**src/rtl/mc_dbg_pkg.sv**
```systemverilog
// Shared types for the state-dump controller: FSM state encoding and beat tags.
package mc_dbg_pkg;

    typedef enum logic [2:0] {
        StIdle,
        StArmed,
        StMemReq,
        StMemWait,
        StMemOut,
        StRegReq,
        StRegOut,
        StDone
    } dump_state_e;

    localparam logic TAG_MEM = 1'b0;
    localparam logic TAG_REG = 1'b1;

endpackage

```
**src/rtl/mc_dump_outreg.sv**
```systemverilog
// Valid/ready holding register for one dump beat (payload, tag, index).
module mc_dump_outreg #(
    parameter int unsigned DATA_W = 32,
    parameter int unsigned IDX_W  = 32
) (
    input  logic              i_clk,
    input  logic              i_rst,
    input  logic              i_load,
    input  logic [DATA_W-1:0] i_data,
    input  logic              i_tag,
    input  logic [IDX_W-1:0]  i_idx,
    input  logic              i_ready,
    output logic              o_valid,
    output logic [DATA_W-1:0] o_data,
    output logic              o_tag,
    output logic [IDX_W-1:0]  o_idx
);

    logic              valid_q, valid_d;
    logic [DATA_W-1:0] data_q, data_d;
    logic              tag_q, tag_d;
    logic [IDX_W-1:0]  idx_q, idx_d;

    always_comb begin
        valid_d = valid_q;
        data_d  = data_q;
        tag_d   = tag_q;
        idx_d   = idx_q;
        // A held beat is never overwritten before it transfers.
        if (i_load && (!valid_q || i_ready)) begin
            valid_d = 1'b1;
            data_d  = i_data;
            tag_d   = i_tag;
            idx_d   = i_idx;
        end else if (valid_q && i_ready) begin
            valid_d = 1'b0;
        end
    end

    always_ff @(posedge i_clk or posedge i_rst) begin
        if (i_rst) begin
            valid_q <= 1'b0;
            data_q  <= '0;
            tag_q   <= 1'b0;
            idx_q   <= '0;
        end else begin
            valid_q <= valid_d;
            data_q  <= data_d;
            tag_q   <= tag_d;
            idx_q   <= idx_d;
        end
    end

    assign o_valid = valid_q;
    assign o_data  = data_q;
    assign o_tag   = tag_q;
    assign o_idx   = idx_q;

endmodule

```
**src/rtl/mc_state_dump_ctrl.sv**
```systemverilog
// PC-triggered snapshot engine: stalls the core, streams a memory window then the
// register file over a valid/ready port, and releases the core.
module mc_state_dump_ctrl
    import mc_dbg_pkg::*;
#(
    parameter int unsigned DATA_W   = 32,
    parameter int unsigned ADDR_W   = 32,
    parameter int unsigned MEM_BASE = 256,
    parameter int unsigned MEM_END  = 512,
    parameter int unsigned MEM_STEP = 4,
    parameter int unsigned NREG     = 32,
    parameter int unsigned RD_LAT   = 1,
    parameter int unsigned REARM    = 0
) (
    input  logic                     i_clk,
    input  logic                     i_rst,
    input  logic                     i_arm,
    input  logic [ADDR_W-1:0]        i_trig_pc,
    input  logic [ADDR_W-1:0]        i_pc,
    output logic                     o_cpu_stall,
    output logic                     o_mem_rd,
    output logic [ADDR_W-1:0]        o_mem_addr,
    input  logic [DATA_W-1:0]        i_mem_rdata,
    output logic [$clog2(NREG)-1:0]  o_reg_addr,
    input  logic [DATA_W-1:0]        i_reg_rdata,
    output logic                     o_dump_valid,
    output logic [DATA_W-1:0]        o_dump_data,
    output logic                     o_dump_tag,
    output logic [ADDR_W-1:0]        o_dump_idx,
    input  logic                     i_dump_ready,
    output logic                     o_busy,
    output logic                     o_done
);

    localparam int unsigned RegAw   = $clog2(NREG);
    localparam int unsigned LatW    = $clog2(RD_LAT + 1);
    localparam bit          MemSkip = (MEM_BASE >= MEM_END);

    dump_state_e       state_q, state_d;
    logic [ADDR_W-1:0] addr_q, addr_d;
    logic [RegAw-1:0]  reg_idx_q, reg_idx_d;
    logic [LatW-1:0]   lat_q, lat_d;
    logic              arm_pend_q, arm_pend_d;

    logic              win_last, lat_last, reg_last, beat_xfer, busy;
    logic              out_load, out_tag, out_valid;
    logic [DATA_W-1:0] out_data;
    logic [ADDR_W-1:0] out_idx;

    // Window end compared one bit wider so the last step never wraps.
    assign win_last  = ({1'b0, addr_q} + (ADDR_W+1)'(MEM_STEP)) >= (ADDR_W+1)'(MEM_END);
    assign lat_last  = (lat_q == LatW'(RD_LAT - 1));
    assign reg_last  = (reg_idx_q == RegAw'(NREG - 1));
    assign beat_xfer = out_valid && i_dump_ready;
    assign busy      = (state_q != StIdle) && (state_q != StArmed);

    always_ff @(posedge i_clk or posedge i_rst) begin
        if (i_rst) begin
            state_q <= StIdle;
        end else begin
            state_q <= state_d;
        end
    end

    always_comb begin
        state_d = state_q;
        unique case (state_q)
            StIdle:    if (i_arm) state_d = StArmed;
            StArmed:   if (i_pc == i_trig_pc) state_d = MemSkip ? StRegReq : StMemReq;
            StMemReq:  state_d = StMemWait;
            StMemWait: if (lat_last) state_d = StMemOut;
            StMemOut:  if (beat_xfer) state_d = win_last ? StRegReq : StMemReq;
            StRegReq:  state_d = StRegOut;
            StRegOut:  if (beat_xfer) state_d = reg_last ? StDone : StRegReq;
            StDone:    state_d = (REARM != 0 || arm_pend_q || i_arm) ? StArmed : StIdle;
            default:   state_d = StIdle;
        endcase
    end

    always_comb begin
        addr_d     = addr_q;
        reg_idx_d  = reg_idx_q;
        lat_d      = lat_q;
        arm_pend_d = arm_pend_q;
        if (busy && i_arm) arm_pend_d = 1'b1;
        case (state_q)
            StArmed: begin
                addr_d    = ADDR_W'(MEM_BASE);
                reg_idx_d = '0;
            end
            StMemReq:  lat_d = '0;
            StMemWait: lat_d = lat_q + LatW'(1);
            StMemOut:  if (beat_xfer && !win_last) addr_d = addr_q + ADDR_W'(MEM_STEP);
            StRegOut:  if (beat_xfer && !reg_last) reg_idx_d = reg_idx_q + RegAw'(1);
            StDone:    arm_pend_d = 1'b0;
            default: ;
        endcase
    end

    always_ff @(posedge i_clk or posedge i_rst) begin
        if (i_rst) begin
            addr_q     <= '0;
            reg_idx_q  <= '0;
            lat_q      <= '0;
            arm_pend_q <= 1'b0;
        end else begin
            addr_q     <= addr_d;
            reg_idx_q  <= reg_idx_d;
            lat_q      <= lat_d;
            arm_pend_q <= arm_pend_d;
        end
    end

    always_comb begin
        o_mem_rd = 1'b0;
        o_done   = 1'b0;
        out_load = 1'b0;
        out_data = '0;
        out_tag  = TAG_MEM;
        out_idx  = '0;
        case (state_q)
            StMemReq:  o_mem_rd = 1'b1;
            StMemWait: begin
                if (lat_last) begin
                    out_load = 1'b1;
                    out_data = i_mem_rdata;
                    out_idx  = addr_q;
                end
            end
            StRegReq: begin
                out_load = 1'b1;
                out_data = i_reg_rdata;
                out_tag  = TAG_REG;
                out_idx  = ADDR_W'(reg_idx_q);
            end
            StDone:    o_done = 1'b1;
            default: ;
        endcase
    end

    assign o_cpu_stall  = busy;
    assign o_busy       = busy;
    assign o_mem_addr   = addr_q;
    assign o_reg_addr   = reg_idx_q;
    assign o_dump_valid = out_valid;

    mc_dump_outreg #(
        .DATA_W(DATA_W),
        .IDX_W (ADDR_W)
    ) u_outreg (
        .i_clk  (i_clk),
        .i_rst  (i_rst),
        .i_load (out_load),
        .i_data (out_data),
        .i_tag  (out_tag),
        .i_idx  (out_idx),
        .i_ready(i_dump_ready),
        .o_valid(out_valid),
        .o_data (o_dump_data),
        .o_tag  (o_dump_tag),
        .o_idx  (o_dump_idx)
    );

endmodule

```
**config.mk**
```make
export PLATFORM = sky130hd
export DESIGN_NAME = mc_state_dump_ctrl
export DESIGN_NICKNAME = d
export VERILOG_FILES = /design/src/rtl/mc_dbg_pkg.sv /design/src/rtl/mc_dump_outreg.sv /design/src/rtl/mc_state_dump_ctrl.sv
export SDC_FILE = /design/constraint.sdc
export NUM_CORES = 1
export LEC_CHECK = 0
export ABC_AREA = 0
export BUFFER_PORTS_ARGS = -buffer_cell sky130_fd_sc_hd__buf_4
export CAP_MARGIN = 5
export CORE_ASPECT_RATIO = 0.8
export CORE_MARGIN = 10
export CORE_UTILIZATION = 45
export CTS_BUF_LIST = sky130_fd_sc_hd__clkbuf_4 sky130_fd_sc_hd__clkbuf_8
export CTS_CLUSTER_DIAMETER = 150
export DETAILED_ROUTE_END_ITERATION = 6
export GPL_TIMING_DRIVEN = 0
export PLACE_DENSITY_LB_ADDON = 0.05
export SYNTH_ARGS = -nofsm -noshare
export SYNTH_HDL_FRONTEND = slang
export SYNTH_SLANG_ARGS = --single-unit
```
**constraint.sdc**
```tcl
create_clock -name i_clk -period 5.25 [get_ports i_clk]
set_input_delay 0.2625 -clock i_clk [delete_from_list [all_inputs] [get_ports i_clk]]
set_output_delay 0.2625 -clock i_clk [all_outputs]
set_load 0.01 [all_outputs]
```
==> results.rst, run 1 <==
.. list-table::
   :header-rows: 1

   * - Metric
     - Value
   * - Core Rows
     - 35
   * - Cells taking the most area after synthesis
     - sky130_fd_sc_hd__dfrtp_1, sky130_fd_sc_hd__xor2_1, sky130_fd_sc_hd__a22oi_1, sky130_fd_sc_hd__a22o_1, sky130_fd_sc_hd__o21ai_0
   * - Number of top-level pins
     - 239
   * - Setup ws final
     - 1.94 ns
   * - Number of fill cells in the layout
     - 973
   * - Residual overflow from global routing
     - 0
   * - First-pass GRT wire length
     - 28800 microns
   * - Synthesized flop and latch total
     - 106
   * - Max-cap violations
     - 0
   * - Resized cells post-CTS
     - 0
   * - Post-DRT Antenna Nets
     - 0
   * - Slack of the worst reg-to-reg path
     - 1.94 ns
   * - Clock tree from TritonCTS
     - done
   * - Die width
     - 143 microns
   * - Final core area utilization
     - 65.5%
   * - Count of mapped cells out of synthesis
     - 550
   * - Worst min-delay path class
     - primary input to register
   * - Main combinational cell family by area after synthesis
     - compound AO/OA/AOI/OAI gates
   * - Count of flip-flops with a built-in enable after synthesis
     - 0
   * - Vertical extent of the die
     - 119 microns
   * - Post-synthesis average cell area
     - 9.95 sq um
   * - Max Root-Sink Buffers
     - 2
   * - Area of the core region
     - 11700 sq um
   * - Slowest cell delay on critical path
     - 0.60 ns
   * - Nature of the critical path endpoint
     - register
   * - Slew at the pin with the worst max-slew slack
     - 0.710 ns
   * - Post-detailed-route wirelength per cell
     - 19.0 microns
   * - Outcome
     - complete, no violations
   * - Psw
     - 1.08 mW
   * - Global-route usage over all layers
     - 20.7%
   * - Most area-hungry cell type in the Yosys netlist
     - sky130_fd_sc_hd__dfrtp_1
   * - Cell Chain, Critical Path
     - ha_1 -> and3_1 -> buf_4 -> and3_4 -> o2111ai_1 -> a211oi_1 -> o2111ai_1 -> nor4_4 -> a21oi_2 -> clkbuf_1 -> and2_1
   * - Leakage Power
     - 3.78 nW
   * - Area share of the largest cell type after synthesis
     - 48.5%
   * - Crit path required time
     - 5.54 ns
   * - Total inserted antenna cells
     - 0
   * - Number of cells on the worst reg-to-reg path
     - 11
   * - Final Hold Violating Endpoints
     - 0
   * - Most frequent CP cell
     - sky130_fd_sc_hd__o2111ai_1
   * - Fraction of synthesis flops using an asynchronous set or reset pin
     - 100%
   * - Total number of vias
     - 5254
   * - Post CTS Setup Buffer Count
     - 0
   * - Shortest clock period the worst path allows after layout
     - 3.31 ns
   * - Initial Util
     - 46.8%
   * - Fraction of the cycle the final worst path needs
     - 63.0%
   * - Headroom to the max-slew limit
     - 52.7%
   * - Clk Tree Root Cell
     - sky130_fd_sc_hd__clkbuf_8
   * - Detailed-route vias per instance
     - 5.51
   * - Peak supply drop
     - 246 uV
   * - Count of different cell masters after synthesis
     - 55
   * - Area growth from synthesis to layout
     - 40.0%
   * - Design Area, Final
     - 7660 sq um
   * - TritonCTS Sinks
     - 106
   * - Startpoint kind of the worst setup timing path
     - register
   * - Worst reg2reg endpoint
     - o_mem_addr[27]
   * - End point of the critical path
     - o_mem_addr[27]
   * - Critical path arrival
     - 3.59 ns
   * - Post-synth top flop
     - sky130_fd_sc_hd__dfrtp_1
   * - Pin count of the biggest net entering global routing
     - 73
   * - DRC violations left
     - 0
   * - Number of violations reported at the end of detailed-routing iteration 0
     - 354
   * - Switching power as a share of total power
     - 39.4%
   * - Power share of the clock group
     - 18.0%
   * - Start-to-end type of the worst setup path
     - register to register
   * - Via count of the first global-routing pass
     - 5413
   * - Xor and xnor area share after synthesis
     - 7.04%
   * - YS warnings
     - 0
   * - Total setup violations reported at the end of the flow
     - 0
   * - RSZ-0062 raised after global routing
     - no
   * - Part of the Yosys area used for sequential elements
     - 48.5%
   * - Post-cts hold buffer count
     - 1
   * - Worst setup slack before clock tree synthesis
     - 1.94 ns
   * - Seq pwr share
     - 40.5%
   * - Count of input and output buffers
     - 236
   * - Total internal power
     - 1.66 mW
   * - Multiplexer share of the synthesized area
     - 1.51%
   * - Share of layout cells above drive strength 1
     - 34.4%
   * - H-tree depth reported by CTS
     - 3
   * - Share of the synthesized area in compound gates (AO/OA/AOI/OAI)
     - 20.1%
   * - Stages on the worst setup path
     - 11
   * - Start point of the critical path
     - o_mem_addr[2]
   * - Netlist Area Pre-Place
     - 5470 sq um
   * - Count of cells along the worst hold path
     - 3
   * - Clock-pin slew of the registers on the worst-case setup and hold paths
     - 0.11 ns
   * - Detailed-routing iteration count for the pre-antenna-repair pass
     - 5
   * - Final net count
     - 936
   * - Kind of cell with the highest combined delay on the critical path
     - simple AND/OR/NAND/NOR gates
   * - Placed Instance Area
     - 7460 sq um
   * - TNS Setup
     - 0 ns
   * - Worst-path cell with the longest stage delay
     - sky130_fd_sc_hd__dfrtp_1
   * - Relative contribution of combinational cells to total power
     - 41.5%
   * - Pwr/cell area
     - 357 nW/um^2
   * - Placer's final routability congestion estimate
     - 0.894
   * - R2r startpoint
     - o_mem_addr[2]
   * - Number of buffers created by CTS
     - 9
   * - Critical path buffer and inverter count
     - 2
   * - Arithmetic-cell share of the synthesized area counting full adders, half adders and majority gates
     - 0.915%
   * - Fmax
     - 0.302 GHz
   * - Final HPWL DP
     - 14200 microns
   * - Crit-path max FO
     - 10
   * - Maximum clock skew at final layout
     - 0.00829 ns
   * - Final Routed Wirelength
     - 18100 microns
   * - Number of antenna violations at the first check in global routing
     - 0
   * - Simple-gate portion of the synthesized area
     - 17.6%
   * - Latest clock arrival within the worst-skew pair
     - 0.39 ns
   * - Die Area
     - 17000 sq um
   * - Max-slew violation count
     - 0
tightest hold or removal path, cell delays in order:
cell                      delay, ns
sky130_fd_sc_hd__buf_4         0.09
sky130_fd_sc_hd__a21oi_1       0.05
sky130_fd_sc_hd__nor2_1        0.07
how the worst min path moves through the flow:
stage                             start  slack [ns]                   to
floorplan                         i_arm        0.41           arm_pend_q
global placement    u_outreg.o_data[27]        0.46  u_outreg.o_data[27]
detailed placement                i_rst        0.32  u_outreg.o_data[20]
CTS                               i_arm        0.12           arm_pend_q
global route                      i_arm        0.14           arm_pend_q
finish                            i_arm        0.13           arm_pend_q
cell usage in the layout (no fill, tap or decap), drive strengths merged, types with 3 or more instances in the layout:
cell type  instances
a22o              30
nand2             57
o21bai             4
nor2b              3
inv               11
o21ai             44
nand3             11
a21oi             11
a311oi             3
nor4              12
mux2i              6
and2              27
a21o               4
xor2              35
nand4             12
a211oi             5
nor2              13
ha                 4
clkbuf            35
dfrtp            106
and3              11
a22oi             36
or3                4
clkinvlp           3
xnor2              9
nand2b             7
nor3               7
buf              255
and4              10
cell usage after synthesis (all sizes together) (2+ instances only):
cell type	instances
a31oi	2
clkbuf	26
nand4	12
and2	27
nand3	11
o21ai	44
nand2b	7
nor3	7
o31ai	2
a22oi	36
or3	4
inv	8
nor2	13
a211oi	5
o2111ai	2
a22o	30
xnor2	9
a41oi	2
mux2i	6
and4	10
ha	4
a311oi	3
o22ai	2
dfrtp	106
o21bai	4
a21o	4
nor2b	3
mux2	2
xor2	35
o21ba	2
and3	11
or2	2
nor4	12
nand2	57
buf	18
a21oi	11
cell families (layout without fill, tap and decap cells):
group / after synthesis / after routing
multiplexers: 8 / 8
flip-flops: 106 / 106
buffers and inverters: 53 / 307
AO/OA/AOI/OAI: 157 / 157
AND/OR/NAND/NOR: 177 / 177
XOR/XNOR: 44 / 44
other: 1 / 2
adder cells (fa/ha/maj): 4 / 4
cell type report:
class / count / area (sq um) / area share (%)
Clock buffer: 9 / 124 / 1.62
Timing Repair Buffer: 238 / 1810 / 23.6
Multi-Input combinational cell: 392 / 2590 / 33.8
Sequential cell: 106 / 2650 / 34.6
Tap cell: 148 / 185 / 2.42
Clock inverter: 7 / 62.6 / 0.817
Buffer: 44 / 200 / 2.61
Inverter: 9 / 36.3 / 0.474
routing by layer:
| metal | track usage [%] | vias up | share of wire, % |
|---|---|---|---|
| li1 | - | 2493 | - |
| met1 | 24.3 | 2568 | 40 |
| met2 | 35.2 | 178 | 51 |
| met3 | 8.44 | 15 | 8.5 |
| met4 | 3.44 | 0 | 1.1 |
| met5 | 0 | - | 0 |
stage by stage:
| step | cells | total power, mW | hold WS, ns |
|---|---|---|---|
| 3_5_place_dp | 936 | 2.27 | 0.319 |
| 2_1_floorplan | 551 | 1.69 | 0.410 |
| 4_1_cts | 953 | 2.76 | 0.124 |
| 5_1_grt | 953 | 2.93 | 0.138 |
| 3_3_place_gp | 935 | 2.23 | 0.464 |
| 6_report | 953 | 2.73 | 0.131 |
power groups by stage:
stage	combinational, mW	sequential (mW)	clock (mW)
6_report	1.13	1.11	0.493
5_1_grt	1.27	1.13	0.531
4_1_cts	1.15	1.11	0.501
3_5_place_dp	1.15	1.12	0
3_3_place_gp	1.12	1.11	0
2_1_floorplan	0.521	1.17	0
registers in the layout, indices dropped and copies added (netlist names):
signal,flops
o_reg_addr,5
u_outreg.o_valid,1
u_outreg.o_idx,32
u_outreg.o_tag,1
o_mem_addr,30
state_q,3
arm_pend_q,1
lat_q,1
u_outreg.o_data,32
Power figures use the tool's default switching activity.
==> run 2: changes to the inputs <==
==> constraint.sdc (replaced) <==
create_clock -name i_clk -period 3.3 [get_ports i_clk]
set_input_delay 0.165 -clock i_clk [delete_from_list [all_inputs] [get_ports i_clk]]
set_output_delay 0.165 -clock i_clk [all_outputs]
set_load 0.01 [all_outputs]
==> results.rst, run 2 (synthesized netlist as in run 1, its figures left out) <==
.. list-table::
   :header-rows: 1

   * - Metric
     - Value
   * - Residual overflow from global routing
     - 0
   * - Start-to-end type of the worst setup path
     - register to register
   * - Area growth from synthesis to layout
     - 40.5%
   * - Stages on the worst setup path
     - 11
   * - Most frequent CP cell
     - sky130_fd_sc_hd__o2111ai_1
   * - First-pass GRT wire length
     - 28800 microns
   * - Vertical extent of the die
     - 119 microns
   * - Global-route usage over all layers
     - 20.7%
   * - Total number of vias
     - 5239
   * - Overall power
     - 4.37 mW
   * - Number of top-level pins
     - 239
   * - RSZ-0062 raised after global routing
     - no
   * - Final Routed Wirelength
     - 18200 microns
   * - Outcome
     - complete, no violations
   * - Detailed-routing iteration count for the pre-antenna-repair pass
     - 5
   * - DRC violations left
     - 0
   * - Pin count of the biggest net entering global routing
     - 73
   * - Max Root-Sink Buffers
     - 2
   * - Worst-path cell with the longest stage delay
     - sky130_fd_sc_hd__dfrtp_2
   * - Placed Cells incl. Taps
     - 936
   * - Design Area, Final
     - 7680 sq um
   * - Placer's final routability congestion estimate
     - 0.894
   * - Post-DRT Antenna Nets
     - 0
   * - Core Rows
     - 35
   * - Critical path arrival
     - 3.36 ns
   * - Final core area utilization
     - 65.7%
   * - Nature of the critical path endpoint
     - register
   * - Total inserted antenna cells
     - 0
   * - TritonCTS Sinks
     - 106
   * - Number of violations reported at the end of detailed-routing iteration 0
     - 372
   * - Post-detailed-route wirelength per cell
     - 19.0 microns
   * - Share of layout cells above drive strength 1
     - 35.0%
   * - Leakage Power
     - 3.79 nW
   * - Crit-path max FO
     - 10
   * - Die Area
     - 17000 sq um
   * - Most common cell after layout, fill and taps aside
     - sky130_fd_sc_hd__buf_4
   * - Slew at the pin with the worst max-slew slack
     - 0.699 ns
   * - Max-cap violations
     - 0
   * - Die width
     - 143 microns
   * - Via count of the first global-routing pass
     - 5413
   * - Headroom to the max-slew limit
     - 53.4%
   * - Critical path buffer and inverter count
     - 2
   * - Number of antenna violations at the first check in global routing
     - 0
   * - Maximum clock skew at final layout
     - 0.00781 ns
   * - Worst hold margin
     - 0.0398 ns
   * - Worst min-delay path class
     - primary input to register
   * - Placed Instance Area
     - 7460 sq um
   * - Latest clock arrival within the worst-skew pair
     - 0.38 ns
   * - Fmax
     - 0.325 GHz
   * - Cell Chain, Critical Path
     - ha_2 -> and3_1 -> buf_4 -> and3_4 -> o2111ai_1 -> a211oi_1 -> o2111ai_1 -> nor4_4 -> a21oi_2 -> clkbuf_1 -> and2_1
   * - Final net count
     - 939
   * - Kind of cell with the highest combined delay on the critical path
     - simple AND/OR/NAND/NOR gates
   * - Number of buffers created by CTS
     - 9
   * - Clock-pin slew of the registers on the worst-case setup and hold paths
     - 0.11 ns
   * - Detailed-route vias per instance
     - 5.48
   * - Final Hold Violating Endpoints
     - 0
   * - Count of input and output buffers
     - 236
   * - Commonest cells after routing, fill and taps aside
     - sky130_fd_sc_hd__buf_4, sky130_fd_sc_hd__dfrtp_1, sky130_fd_sc_hd__nand2_1, sky130_fd_sc_hd__o21ai_0, sky130_fd_sc_hd__a22oi_1
   * - H-tree depth reported by CTS
     - 3
   * - Startpoint kind of the worst setup timing path
     - register
   * - Slowest cell delay on critical path
     - 0.49 ns
   * - Peak supply drop
     - 392 uV
   * - Crit path required time
     - 3.58 ns
   * - Fraction of the cycle the final worst path needs
     - 93.4%
   * - Number of cells on the worst reg-to-reg path
     - 11
   * - Non-filler cells in the finished layout
     - 956
   * - Clock tree from TritonCTS
     - done
   * - Final HPWL DP
     - 14200 microns
   * - Max-slew violation count
     - 0
   * - Area of the core region
     - 11700 sq um
   * - Pwr/cell area
     - 568 nW/um^2
   * - Count of cells along the worst hold path
     - 3
   * - Clk Tree Root Cell
     - sky130_fd_sc_hd__clkbuf_8
   * - Initial Util
     - 46.8%
   * - Shortest clock period the worst path allows after layout
     - 3.08 ns
   * - Total setup violations reported at the end of the flow
     - 0
==> run 2: changes by cell type in the layout (fill, tap and decap cells not counted) <==
| cell | change |
|---|---|
| sky130_fd_sc_hd__buf_4 | +3 |
| sky130_fd_sc_hd__dfrtp_1 | -2 |
| sky130_fd_sc_hd__dfrtp_2 | +2 |
| sky130_fd_sc_hd__ha_1 | -1 |
| sky130_fd_sc_hd__ha_2 | +1 |
==> run 2: final cells by class <==
cell class | count | area [sq um]
well taps | 148 | 185
plain buffers | 44 | 200
fillers | 970 | 4010
multi-input cells | 392 | 2590
clock buffers | 9 | 124
repair buffers | 241 | 1830
flip-flops and latches | 106 | 2660
clock inverters | 7 | 62.6
inverters | 9 | 36.3
==> run 2: worst paths after layout <==
path                                     startpoint                  end  slack, ns
worst max-delay path                  o_mem_addr[3]       o_mem_addr[27]       0.22
worst min register to register  u_outreg.o_data[18]  u_outreg.o_data[18]       0.49
min in group asynchronous                     i_rst  u_outreg.o_data[20]       0.36
worst min-delay path                          i_arm           arm_pend_q       0.04
worst max register to register        o_mem_addr[3]       o_mem_addr[27]       0.22
max in group asynchronous                     i_rst        o_mem_addr[3]       2.21
==> run 2: repair_timing <==
item,in CTS,in global routing
cloned,0,0
endpoints found under the setup margin,10,20
pin swaps,0,1
hold buffers,1,0
hold endpoints to repair,34,0
buffers inserted,0,3
resized for setup,2,1
==> run 2: power by group <==
group | leakage, nW | switching [mW] | internal, mW | total, mW
combinational | 2.30 | 1.05 | 0.790 | 1.84
sequential | 1.41 | 0.181 | 1.57 | 1.75
clock | 0.0859 | 0.489 | 0.289 | 0.778
==> run 2: stage by stage <==
stage | worst slack, ns | setup TNS, ns
after detailed placement | -0.00536 | -0.00536
final | 0.219 | 0
after CTS | 0.0490 | 0
after global placement | -0.785 | -82.54
after global routing | 0.0121 | 0
after floorplan | 0.346 | 0
==> run 2: worst reg2reg max path: stages (launching register included) <==
cell and delay, ns:
sky130_fd_sc_hd__dfrtp_2 0.49, sky130_fd_sc_hd__ha_2 0.30, sky130_fd_sc_hd__and3_1 0.17, sky130_fd_sc_hd__buf_4 0.16, sky130_fd_sc_hd__and3_4 0.23, sky130_fd_sc_hd__o2111ai_1 0.13
sky130_fd_sc_hd__a211oi_1 0.28, sky130_fd_sc_hd__o2111ai_1 0.23, sky130_fd_sc_hd__nor4_4 0.39, sky130_fd_sc_hd__a21oi_2 0.15, sky130_fd_sc_hd__clkbuf_1 0.25, sky130_fd_sc_hd__and2_1 0.21
==> run 2: metal layers <==
metal | GRT usage [%] | vias to the layer above | routed length (microns)
met3 | 8.44 | 12 | 1540
li1 | - | 2506 | -
met1 | 24.3 | 2551 | 7160
met5 | 0 | - | 0
met2 | 35.2 | 170 | 9310
met4 | 3.44 | 0 | 156
==> run 3: changes to the inputs <==
--- a/config.mk
+++ b/config.mk
@@ -12,10 +12,11 @@
 export CORE_MARGIN = 10
 export CORE_UTILIZATION = 45
 export CTS_BUF_LIST = sky130_fd_sc_hd__clkbuf_4 sky130_fd_sc_hd__clkbuf_8
-export CTS_CLUSTER_DIAMETER = 150
 export DETAILED_ROUTE_END_ITERATION = 6
 export GPL_TIMING_DRIVEN = 0
 export PLACE_DENSITY_LB_ADDON = 0.05
+export SETUP_SLACK_MARGIN = 0.4
 export SYNTH_ARGS = -nofsm -noshare
 export SYNTH_HDL_FRONTEND = slang
+export SYNTH_HIERARCHICAL = 1
 export SYNTH_SLANG_ARGS = --single-unit
==> results.rst, run 3 <==
.. list-table::
   :header-rows: 1

   * - Metric
     - Value
   * - Outcome
     - complete, no violations
   * - Total setup violations reported at the end of the flow
     - 0
   * - Final Hold Violating Endpoints
     - 0
   * - DRC violations left
     - 0
   * - YS warnings
     - 6
   * - Count of input and output buffers
     - 236
   * - Vertical extent of the die
     - 125 microns
   * - Leakage Power
     - 4.42 nW
   * - Headroom to the max-slew limit
     - 39.7%
   * - Max-cap violations
     - 0
   * - Number of buffers created by CTS
     - 9
   * - Shortest clock period the worst path allows after layout
     - 2.83 ns
   * - Worst hold margin
     - 0.0680 ns
   * - Fraction of the cycle the final worst path needs
     - 85.9%
   * - Total inserted antenna cells
     - 0
   * - Detailed-route vias per instance
     - 5.38
   * - Start-to-end type of the worst setup path
     - register to register
   * - Post-detailed-route wirelength per cell
     - 20.8 microns
   * - Via count of the first global-routing pass
     - 5447
   * - Overall power
     - 4.80 mW
   * - Final core area utilization
     - 64.4%
   * - Final net count
     - 945
   * - Commonest cells after routing, fill and taps aside
     - sky130_fd_sc_hd__buf_4, sky130_fd_sc_hd__dfrtp_1, sky130_fd_sc_hd__mux2_4, sky130_fd_sc_hd__and2_1, sky130_fd_sc_hd__xnor2_1
   * - Placer's final routability congestion estimate
     - 0.924
   * - Area of the core region
     - 13600 sq um
   * - Initial Util
     - 45.8%
   * - Most common cell after layout, fill and taps aside
     - sky130_fd_sc_hd__buf_4
   * - RSZ-0062 raised after global routing
     - yes
   * - Final HPWL DP
     - 16300 microns
   * - Pwr/cell area
     - 550 nW/um^2
   * - Setup ws final
     - 0.466 ns
   * - Cells taking the most area after synthesis
     - sky130_fd_sc_hd__dfrtp_1, sky130_fd_sc_hd__mux2_4, sky130_fd_sc_hd__xnor2_1, sky130_fd_sc_hd__a22o_1, sky130_fd_sc_hd__and2_1
   * - Count of flip-flops with a built-in enable after synthesis
     - 0
   * - Clock-pin slew of the registers on the worst-case setup and hold paths
     - 0.11 ns
   * - Pin count of the biggest net entering global routing
     - 67
   * - Final Routed Wirelength
     - 20700 microns
   * - Die width
     - 151 microns
   * - Post-synth top flop
     - sky130_fd_sc_hd__dfrtp_1
   * - Post-synthesis average cell area
     - 11.5 sq um
   * - Fmax
     - 0.353 GHz
   * - Area share of the largest cell type after synthesis
     - 42.8%
   * - Top-count cell post-synth
     - sky130_fd_sc_hd__dfrtp_1
   * - Latest clock arrival within the worst-skew pair
     - 0.39 ns
   * - Worst min-delay path class
     - primary input to register
   * - Max Root-Sink Buffers
     - 2
   * - List of most frequent post-synthesis cells
     - sky130_fd_sc_hd__dfrtp_1, sky130_fd_sc_hd__mux2_4, sky130_fd_sc_hd__and2_1
   * - Residual overflow from global routing
     - 0
   * - Part of the Yosys area used for sequential elements
     - 42.8%
   * - Detailed-routing iteration count for the pre-antenna-repair pass
     - 4
   * - Count of different cell masters after synthesis
     - 73
   * - Startpoint kind of the worst setup timing path
     - register
   * - First-pass GRT wire length
     - 31400 microns
   * - Number of violations reported at the end of detailed-routing iteration 0
     - 333
   * - Max-slew violation count
     - 0
   * - TNS Setup
     - 0 ns
   * - Worst setup slack before clock tree synthesis
     - 0.105 ns
   * - Slew at the pin with the worst max-slew slack
     - 0.903 ns
   * - Core Rows
     - 38
   * - Clk Tree Root Cell
     - sky130_fd_sc_hd__clkbuf_8
   * - Post-DRT Antenna Nets
     - 0
   * - Peak supply drop
     - 310 uV
   * - Total number of vias
     - 5347
   * - Crit path required time
     - 3.58 ns
   * - Die Area
     - 18900 sq um
   * - Fraction of synthesis flops using an asynchronous set or reset pin
     - 100%
   * - TritonCTS Sinks
     - 106
   * - Share of layout cells above drive strength 1
     - 50.5%
   * - Crit-path max FO
     - 10
   * - Clock tree from TritonCTS
     - done
   * - Area growth from synthesis to layout
     - 40.8%
   * - Synthesized flop and latch total
     - 106
   * - Most area-hungry cell type in the Yosys netlist
     - sky130_fd_sc_hd__dfrtp_1
   * - Critical path arrival
     - 3.11 ns
   * - Number of top-level pins
     - 239
   * - H-tree depth reported by CTS
     - 3
   * - Maximum clock skew at final layout
     - 0.00909 ns
   * - Global-route usage over all layers
     - 21.1%
   * - Count of mapped cells out of synthesis
     - 537
   * - Number of fill cells in the layout
     - 1110
   * - Number of antenna violations at the first check in global routing
     - 0
   * - Nature of the critical path endpoint
     - register
   * - Netlist Area Pre-Place
     - 6200 sq um
-- run 3: what timing repair did --
action                     4_1_cts  5_1_grt
setup endpoints to repair       37       65
gates resized for setup         12       27
hold buffers                     1        0
setup buffers                    6       17
pin swaps                        4        5
hold endpoints to repair        66        0
-- run 3: worst max-delay path, stage by stage, from the launching register on --
cell,delay [ns]
sky130_fd_sc_hd__dfrtp_1,0.36
sky130_fd_sc_hd__buf_4,0.17
sky130_fd_sc_hd__nand4_4,0.17
sky130_fd_sc_hd__buf_4,0.20
sky130_fd_sc_hd__buf_4,0.13
sky130_fd_sc_hd__nor4_1,0.46
sky130_fd_sc_hd__mux2_2,0.26
sky130_fd_sc_hd__o22ai_1,0.09
sky130_fd_sc_hd__nor4_4,0.29
sky130_fd_sc_hd__a21oi_4,0.16
sky130_fd_sc_hd__buf_6,0.19
sky130_fd_sc_hd__mux2_4,0.25
-- run 3: metal layers --
layer	GRT usage [%]	wire [microns]
met5	0	0
met1	26.7	8660
met3	6.34	1630
met2	34.1	10000
met4	5.60	376
-- run 3: through the flow --
step / instance area, sq um / instances
finish: 8730 / 994
global route: 8730 / 994
CTS: 8510 / 977
detailed placement: 8200 / 954
global placement: 8200 / 954
floorplan: 6200 / 538
-- run 3: final cells by class --
| cell class | instances | area [sq um] | share of cell area [%] |
|---|---|---|---|
| buffer | 33 | 269 | 3.08 |
| clock buffer | 9 | 124 | 1.42 |
| clock inverter | 7 | 81.3 | 0.932 |
| inverter | 13 | 51.3 | 0.588 |
| multi-input combinational | 386 | 3350 | 38.4 |
| sequential | 106 | 2670 | 30.6 |
| tap | 180 | 225 | 2.58 |
| timing repair buffer | 260 | 1950 | 22.4 |
-- run 3: cell families (layout without fill, tap and decap cells) --
kind of cell             count (synthesis)  in the layout  share of synthesized area (%)
flip-flops                             106            106                           42.8
multiplexers                            73             73                           16.3
buffers and inverters                   46            322                           4.98
AND/OR/NAND/NOR                        185            185                           18.3
other                                    1              2                         0.0605
XOR/XNOR                                42             42                           5.93
AO/OA/AOI/OAI                           80             80                           10.9
adder cells (fa/ha/maj)                  4              4                          0.807
-- run 3: worst paths after layout --
check                      depth (start not counted)  slack [ns]            endpoint               start
setup / recovery                                  11        0.47       o_mem_addr[2]       o_mem_addr[6]
hold / removal                                     3        0.07          arm_pend_q               i_arm
setup reg to reg                                  11        0.47       o_mem_addr[2]       o_mem_addr[6]
hold reg to reg                                    1        0.52  u_outreg/o_idx[12]  u_outreg/o_idx[12]
max in group asynchronous                          3        2.08      o_mem_addr[14]               i_rst
min in group asynchronous                          3        0.56  u_outreg/o_idx[18]               i_rst
-- run 3: where the power goes --
group / switching (mW) / internal (mW) / total (mW)
sequential: 0.124 / 1.49 / 1.61
combinational: 1.16 / 1.19 / 2.34
clock: 0.483 / 0.365 / 0.847
total: 1.76 / 3.04 / 4.80
